<file path="src/rtl/vga_timing_gen_pkg.sv">
// vga_pkg: default 640x480@60 raster constants, derived totals and sync
// windows, output widths, and a small window-decode helper shared by the
// timing generator.
package vga_pkg;

    // Default timing in pixels / lines
    localparam int CLK_DIV_DEF  = 2;
    localparam int H_ACTIVE_DEF = 640;
    localparam int H_FP_DEF     = 16;
    localparam int H_SYNC_DEF   = 96;
    localparam int H_BP_DEF     = 48;
    localparam int V_ACTIVE_DEF = 480;
    localparam int V_FP_DEF     = 10;
    localparam int V_SYNC_DEF   = 2;
    localparam int V_BP_DEF     = 33;

    // Derived raster geometry for the defaults
    localparam int H_TOTAL  = H_ACTIVE_DEF + H_FP_DEF + H_SYNC_DEF + H_BP_DEF;
    localparam int V_TOTAL  = V_ACTIVE_DEF + V_FP_DEF + V_SYNC_DEF + V_BP_DEF;
    localparam int HS_START = H_ACTIVE_DEF + H_FP_DEF;
    localparam int HS_END   = HS_START + H_SYNC_DEF - 1;
    localparam int VS_START = V_ACTIVE_DEF + V_FP_DEF;
    localparam int VS_END   = VS_START + V_SYNC_DEF - 1;

    // Widths
    localparam int X_W     = 10;
    localparam int Y_W     = 9;
    localparam int H_CNT_W = 10;
    localparam int V_CNT_W = 10;
    localparam int DIV_W   = 4;
    localparam int FRAME_W = 16;

    // True when val lies in the inclusive window [lo, hi]
    function automatic logic in_window(input logic [9:0] val,
                                       input logic [9:0] lo,
                                       input logic [9:0] hi);
        return (val >= lo) && (val <= hi);
    endfunction

endpackage

</file>
<file path="src/rtl/vga_timing_gen_pix_strobe_div.sv">
// pix_strobe_div: divides the board clock into a one-clock strobe every
// CLK_DIV clocks. With CLK_DIV=1 the strobe is permanently high.
module pix_strobe_div
    import vga_pkg::*;
#(
    parameter int CLK_DIV = CLK_DIV_DEF
) (
    input  logic clk_in,
    input  logic i_rst,
    output logic o_stb
);

    localparam logic [DIV_W-1:0] DIV_LAST = DIV_W'(CLK_DIV - 1);

    logic [DIV_W-1:0] div_cnt;

    // Free-running divider, wraps after CLK_DIV clocks
    always_ff @(posedge clk_in or negedge i_rst) begin
        if (!i_rst) begin
            div_cnt <= '0;
        end else if (div_cnt == DIV_LAST) begin
            div_cnt <= '0;
        end else begin
            div_cnt <= div_cnt + 1'b1;
        end
    end

    assign o_stb = (div_cnt == DIV_LAST);

endmodule

</file>
<file path="src/rtl/vga_timing_gen.sv">
// vga_timing_gen: raster timing (sync, active, clamped coordinates, per-frame
// animate strobe). Define VGA_FRAME_CNT_EN to build the 16-bit frame counter
// on o_frame; otherwise o_frame is tied to zero.
module vga_timing_gen
    import vga_pkg::*;
#(
    parameter int CLK_DIV  = CLK_DIV_DEF,
    parameter int H_ACTIVE = H_ACTIVE_DEF,
    parameter int H_FP     = H_FP_DEF,
    parameter int H_SYNC   = H_SYNC_DEF,
    parameter int H_BP     = H_BP_DEF,
    parameter int V_ACTIVE = V_ACTIVE_DEF,
    parameter int V_FP     = V_FP_DEF,
    parameter int V_SYNC   = V_SYNC_DEF,
    parameter int V_BP     = V_BP_DEF
) (
    input  logic               clk_in,
    input  logic               i_rst,
    output logic               o_pix_stb,
    output logic               o_hs,
    output logic               o_vs,
    output logic               o_active,
    output logic [X_W-1:0]     o_x,
    output logic [Y_W-1:0]     o_y,
    output logic               o_animate,
    output logic [FRAME_W-1:0] o_frame
);

    localparam int H_TOT = H_ACTIVE + H_FP + H_SYNC + H_BP;
    localparam int V_TOT = V_ACTIVE + V_FP + V_SYNC + V_BP;

    localparam logic [H_CNT_W-1:0] H_LAST   = H_CNT_W'(H_TOT - 1);
    localparam logic [V_CNT_W-1:0] V_LAST   = V_CNT_W'(V_TOT - 1);
    localparam logic [H_CNT_W-1:0] X_MAX    = H_CNT_W'(H_ACTIVE - 1);
    localparam logic [V_CNT_W-1:0] Y_MAX    = V_CNT_W'(V_ACTIVE - 1);
    localparam logic [H_CNT_W-1:0] HS_FIRST = H_CNT_W'(H_ACTIVE + H_FP);
    localparam logic [H_CNT_W-1:0] HS_LAST  = H_CNT_W'(H_ACTIVE + H_FP + H_SYNC - 1);
    localparam logic [V_CNT_W-1:0] VS_FIRST = V_CNT_W'(V_ACTIVE + V_FP);
    localparam logic [V_CNT_W-1:0] VS_LAST  = V_CNT_W'(V_ACTIVE + V_FP + V_SYNC - 1);

    // Column saturated to the last visible pixel
    function automatic logic [X_W-1:0] sat_x(input logic [H_CNT_W-1:0] h);
        return (h > X_MAX) ? X_W'(X_MAX) : X_W'(h);
    endfunction

    // Row saturated to the last visible line, narrowed only after clamping
    function automatic logic [Y_W-1:0] sat_y(input logic [V_CNT_W-1:0] v);
        logic [V_CNT_W-1:0] c;
        c = (v > Y_MAX) ? Y_MAX : v;
        return Y_W'(c);
    endfunction

    logic               stb_p0;
    logic [H_CNT_W-1:0] h_cnt_p0;
    logic [V_CNT_W-1:0] v_cnt_p0;

    logic               hs_d;
    logic               vs_d;
    logic               active_d;
    logic [X_W-1:0]     x_d;
    logic [Y_W-1:0]     y_d;
    logic               anim_d;

    logic               vld_p1;
    logic               hs_p1;
    logic               vs_p1;
    logic               active_p1;
    logic [X_W-1:0]     x_p1;
    logic [Y_W-1:0]     y_p1;
    logic               anim_p1;

    pix_strobe_div #(
        .CLK_DIV (CLK_DIV)
    ) u_div (
        .clk_in (clk_in),
        .i_rst  (i_rst),
        .o_stb  (stb_p0)
    );

    // ---- stage p0: raster position counters ----

    // Advance column each pixel strobe; bump the line on column wrap
    always_ff @(posedge clk_in or negedge i_rst) begin
        if (!i_rst) begin
            h_cnt_p0 <= '0;
            v_cnt_p0 <= '0;
        end else if (stb_p0) begin
            if (h_cnt_p0 == H_LAST) begin
                h_cnt_p0 <= '0;
                v_cnt_p0 <= (v_cnt_p0 == V_LAST) ? '0 : v_cnt_p0 + 1'b1;
            end else begin
                h_cnt_p0 <= h_cnt_p0 + 1'b1;
            end
        end
    end

    // Decode the current (pre-increment) position into display signals
    always_comb begin
        hs_d     = !in_window(h_cnt_p0, HS_FIRST, HS_LAST);
        vs_d     = !in_window(v_cnt_p0, VS_FIRST, VS_LAST);
        active_d = (h_cnt_p0 <= X_MAX) && (v_cnt_p0 <= Y_MAX);
        x_d      = sat_x(h_cnt_p0);
        y_d      = sat_y(v_cnt_p0);
        anim_d   = (h_cnt_p0 == X_MAX) && (v_cnt_p0 == Y_MAX);
    end

    // ---- stage p1: registered outputs ----

    // Capture decoded pixel on strobe and hold it until the next one
    always_ff @(posedge clk_in or negedge i_rst) begin
        if (!i_rst) begin
            vld_p1    <= 1'b0;
            anim_p1   <= 1'b0;
            hs_p1     <= 1'b1;
            vs_p1     <= 1'b1;
            active_p1 <= 1'b0;
            x_p1      <= '0;
            y_p1      <= '0;
        end else begin
            vld_p1  <= stb_p0;
            anim_p1 <= stb_p0 && anim_d;
            if (stb_p0) begin
                hs_p1     <= hs_d;
                vs_p1     <= vs_d;
                active_p1 <= active_d;
                x_p1      <= x_d;
                y_p1      <= y_d;
            end
        end
    end

`ifdef VGA_FRAME_CNT_EN
    logic [FRAME_W-1:0] frame_p1;

    // Count frames, stepping together with the animate pulse
    always_ff @(posedge clk_in or negedge i_rst) begin
        if (!i_rst) begin
            frame_p1 <= '0;
        end else if (stb_p0 && anim_d) begin
            frame_p1 <= frame_p1 + 1'b1;
        end
    end

    assign o_frame = frame_p1;
`else
    assign o_frame = '0;
`endif

    assign o_pix_stb = vld_p1;
    assign o_hs      = hs_p1;
    assign o_vs      = vs_p1;
    assign o_active  = active_p1;
    assign o_x       = x_p1;
    assign o_y       = y_p1;
    assign o_animate = anim_p1;

endmodule

</file>
<file path="config.mk">
export PLATFORM = sky130hd
export DESIGN_NAME = vga_timing_gen
export DESIGN_NICKNAME = d
export VERILOG_FILES = /design/src/rtl/vga_timing_gen_pkg.sv /design/src/rtl/vga_timing_gen_pix_strobe_div.sv /design/src/rtl/vga_timing_gen.sv
export SDC_FILE = /design/constraint.sdc
export NUM_CORES = 1
export LEC_CHECK = 0
export ABC_AREA = 0
export BUFFER_PORTS_ARGS = -buffer_cell sky130_fd_sc_hd__buf_2
export CORE_MARGIN = 5
export CORE_UTILIZATION = 30
export CTS_BUF_LIST = sky130_fd_sc_hd__clkbuf_4
export DETAILED_ROUTE_END_ITERATION = 10
export SYNTH_ARGS = -nofsm -noshare
export SYNTH_HDL_FRONTEND = slang
export SYNTH_HIERARCHICAL = 1
export SYNTH_SLANG_ARGS = --single-unit
export TNS_END_PERCENT = 20
</file>
<file path="constraint.sdc">
create_clock -name clk_in -period 1.8 [get_ports clk_in]
set_input_delay 0.18 -clock clk_in [delete_from_list [all_inputs] [get_ports clk_in]]
set_output_delay 0.18 -clock clk_in [all_outputs]
set_load 0.05 [all_outputs]
</file>
==> impl_metrics.env <==
export IMPL_synth_seq_cells=48
export IMPL_grt_pass1_wl_um=8360
export IMPL_syn_to_final_growth_pct=19.7
export IMPL_placementRows=32
export IMPL_yosysSeqAreaShare_pct=50.7
export IMPL_fp_dieW_um=98.9
export IMPL_ctsRootBufferMaster="clkbuf_4"
export IMPL_io_pins=42
export IMPL_drv_cap=0
export IMPL_crit_chain="nand2b_4, nor3_4, nand2_2, nor4b_4, buf_4, o21ai_1, a22o_1"
export IMPL_placed_cells=374
export IMPL_grt_use_total_pct=10.6
export IMPL_yosys_top_cells_area="dfrtp_1 49%, buf_4 5.1%, nor2_1 4.4%"
export IMPL_start_kind="flop"
export IMPL_final_cells=387
export IMPL_worstHoldPathType="primary input to asynchronous set/reset pin"
export IMPL_drt_initial_drc_count=105
export IMPL_port_buffers=25
export IMPL_cp_max_fo=8
export IMPL_synth_edf_count=0
export IMPL_yosys_warnings=6
export IMPL_grt_overflow=0
export IMPL_fin_crit_ns=1.73
export IMPL_die_area_um2=9790
export IMPL_synthTopCellsByCount="46 x dfrtp_1, 28 x nor2_1, 16 x buf_4"
export IMPL_finalWeightedCongestion=0.838
export IMPL_clk_latency_ns=0.37
export IMPL_via_count=1784
export IMPL_crit_path_end_kind="flop"
export IMPL_synth_top_area_share_pct=48.5
export IMPL_tightest_slew_ns=0.532
export IMPL_required_ns=2.07
export IMPL_crit_type="flop to flop"
export IMPL_drc_errors=0
export IMPL_fin_crit_sh_pct=96.2
export IMPL_async_flop_share_pct=100
export IMPL_synthesis_area_um2=2370
export IMPL_clock_sinks=48
export IMPL_core_area_um2=7730
export IMPL_wl_per_cell_um=13.3
export IMPL_avgSynthCellArea_um2=10.0
export IMPL_ant_nets=0
export IMPL_drt_first_pass_iters=4
export IMPL_start_util_pct=30.7
export IMPL_cts_max_level=2
export IMPL_cp_arrival_ns=2.00
export IMPL_setup_viol=0
export IMPL_grt_max_degree=26
export IMPL_max_freq_mhz=578
export IMPL_leakagePower_nw=1.35
export IMPL_cp_slowest_cell="dfrtp_1"
export IMPL_wl_um=5150
export IMPL_cts_tree="built"
export IMPL_drive_gt1_share_pct=26.0
export IMPL_cp_top_family="simple AND/OR/NAND/NOR gates"
export IMPL_cpPeakStageDelay_ns=0.40
export IMPL_die_h_um=98.9
export IMPL_synth_most_common_cell="dfrtp_1"
export IMPL_n_antenna_cell=0
export IMPL_hold_viol=0
export IMPL_cts_buffer_depth=2
export IMPL_synth_top_cell_by_area="dfrtp_1"
export IMPL_via_per_inst=4.61
export IMPL_syn_inst=237
export IMPL_power_density_nw_per_um2=643
export IMPL_tns_ns=0
export IMPL_max_vdd_ir_drop_uv=275
export IMPL_slew_headroom_pct=64.5
export IMPL_final_nets=291
export IMPL_maxSlewViolCount=0
export IMPL_antenna_found_initial=0
export IMPL_grt_pass1_vias=1701
export IMPL_cts_buffers=5
export IMPL_finClkSkew_ns=0.0185
export IMPL_status="complete, no violations"
export IMPL_cp_num_buf_inv=1
export IMPL_synth_flop_cell="dfrtp_1"
export IMPL_path_clk_slew_ns=0.15
export IMPL_dp_hpwl_um=3660
export IMPL_ys_types=45
==> power by group <==
| group | leakage, nW | switching [mW] | total, mW | internal [mW] |
|---|---|---|---|---|
| clock network | 0.0456 | 0.343 | 0.650 | 0.307 |
| registers | 0.626 | 0 | 1.08 | 1.08 |
| logic | 0.678 | 0.0941 | 0.0991 | 0.00501 |
| total | 1.35 | 0.437 | 1.83 | 1.39 |
==> cells in the final DEF, fill, tap and decap left out, types with 6 or more instances in the layout <==
cell type | synthesis | routed
a21oi_1 | 9 | 9
buf_2 | 3 | 25
buf_4 | 16 | 26
clkbuf_4 | 0 | 6
conb_1 | 1 | 16
dfrtp_1 | 46 | 46
inv_1 | 12 | 12
nand2_1 | 9 | 8
nand3_1 | 10 | 10
nand4_1 | 6 | 6
nor2_1 | 28 | 27
o21ai_0 | 10 | 10
o21ai_1 | 6 | 6
o22a_1 | 7 | 7
xnor2_1 | 8 | 8
==> final cells by class <==
| cell class | instances | area [µm²] |
|---|---|---|
| repair buffers | 54 | 353 |
| multi-input cells | 163 | 1030 |
| clock inverters | 2 | 35.0 |
| flip-flops and latches | 48 | 1200 |
| well taps | 102 | 128 |
| inverters | 12 | 45.0 |
| clock buffers | 6 | 45.0 |
| fillers | 801 | 4890 |
==> per-stage QoR <==
step	instance area (µm²)	hold slack, ns	util (%)	worst slack (ns)	power [mW]
finish	2840	0.306	36.8	0.0690	1.83
detailed placement	2680	0.188	34.7	-0.0474	1.20
global route	2840	0.345	36.8	-0.0236	1.89
global placement	2680	0.188	34.7	0.0258	1.20
CTS	2780	0.317	36.0	0.0323	1.85
floorplan	2430	-0.116	-	0.000545	1.20
==> cells by family after synthesis <==
| logic type | after synthesis | share of synthesized area (%) |
|---|---|---|
| adder cells (fa/ha/maj) | 5 | 2.64 |
| multiplexers | 2 | 0.897 |
| XOR/XNOR | 10 | 3.69 |
| flip-flops | 48 | 50.7 |
| other | 1 | 0.158 |
| AND/OR/NAND/NOR | 84 | 19.5 |
| AO/OA/AOI/OAI | 46 | 12.6 |
| buffers and inverters | 41 | 9.81 |
==> routing by layer <==
layer  global-route usage (%)  vias to the layer above  share of wire (%)
met4                     3.78                        0                1.4
met2                     14.8                       55                 42
met1                     15.8                      841                 50
met5                        0                        -                  0
li1                         -                      882                  -
met3                     2.69                        6                6.2
==> final timing paths <==
check	startpoint	end	slack, ns	cells after the start
min in group clk_in	o_vs	o_vs	0.51	2
worst min register to register	o_vs	o_vs	0.51	2
worst max-delay path	u_div/div_cnt[1]	v_cnt_p0[7]	0.07	7
worst max register to register	u_div/div_cnt[1]	v_cnt_p0[7]	0.07	7
worst min-delay path	i_rst	v_cnt_p0[6]	0.31	2
max in group asynchronous	i_rst	h_cnt_p0[0]	0.90	3
==> what timing repair did <==
action                                  in CTS  in global routing
resized for setup                            1                  7
pin swaps                                    1                  3
endpoints found under the setup margin       5                 13
hold buffers                                 1                  0
hold endpoints to repair                    20                  0
setup buffers                                1                  3
==> sequential cells by signal, indices dropped and copies added, names as in the netlist <==
name           count
u_div/div_cnt      4
o_active           1
o_x               10
o_vs               1
o_animate          1
h_cnt_p0          10
o_hs               1
o_pix_stb          1
o_y                9
v_cnt_p0          10
==> worst register-to-register path, delay by kind of cell, from the launching register on <==
family / cells / cell delay [ns]
simple gates: 4 / 0.74
flops: 1 / 0.40
compound gates: 2 / 0.31
buf+inv: 1 / 0.19
(Power assumes the default switching activity.)
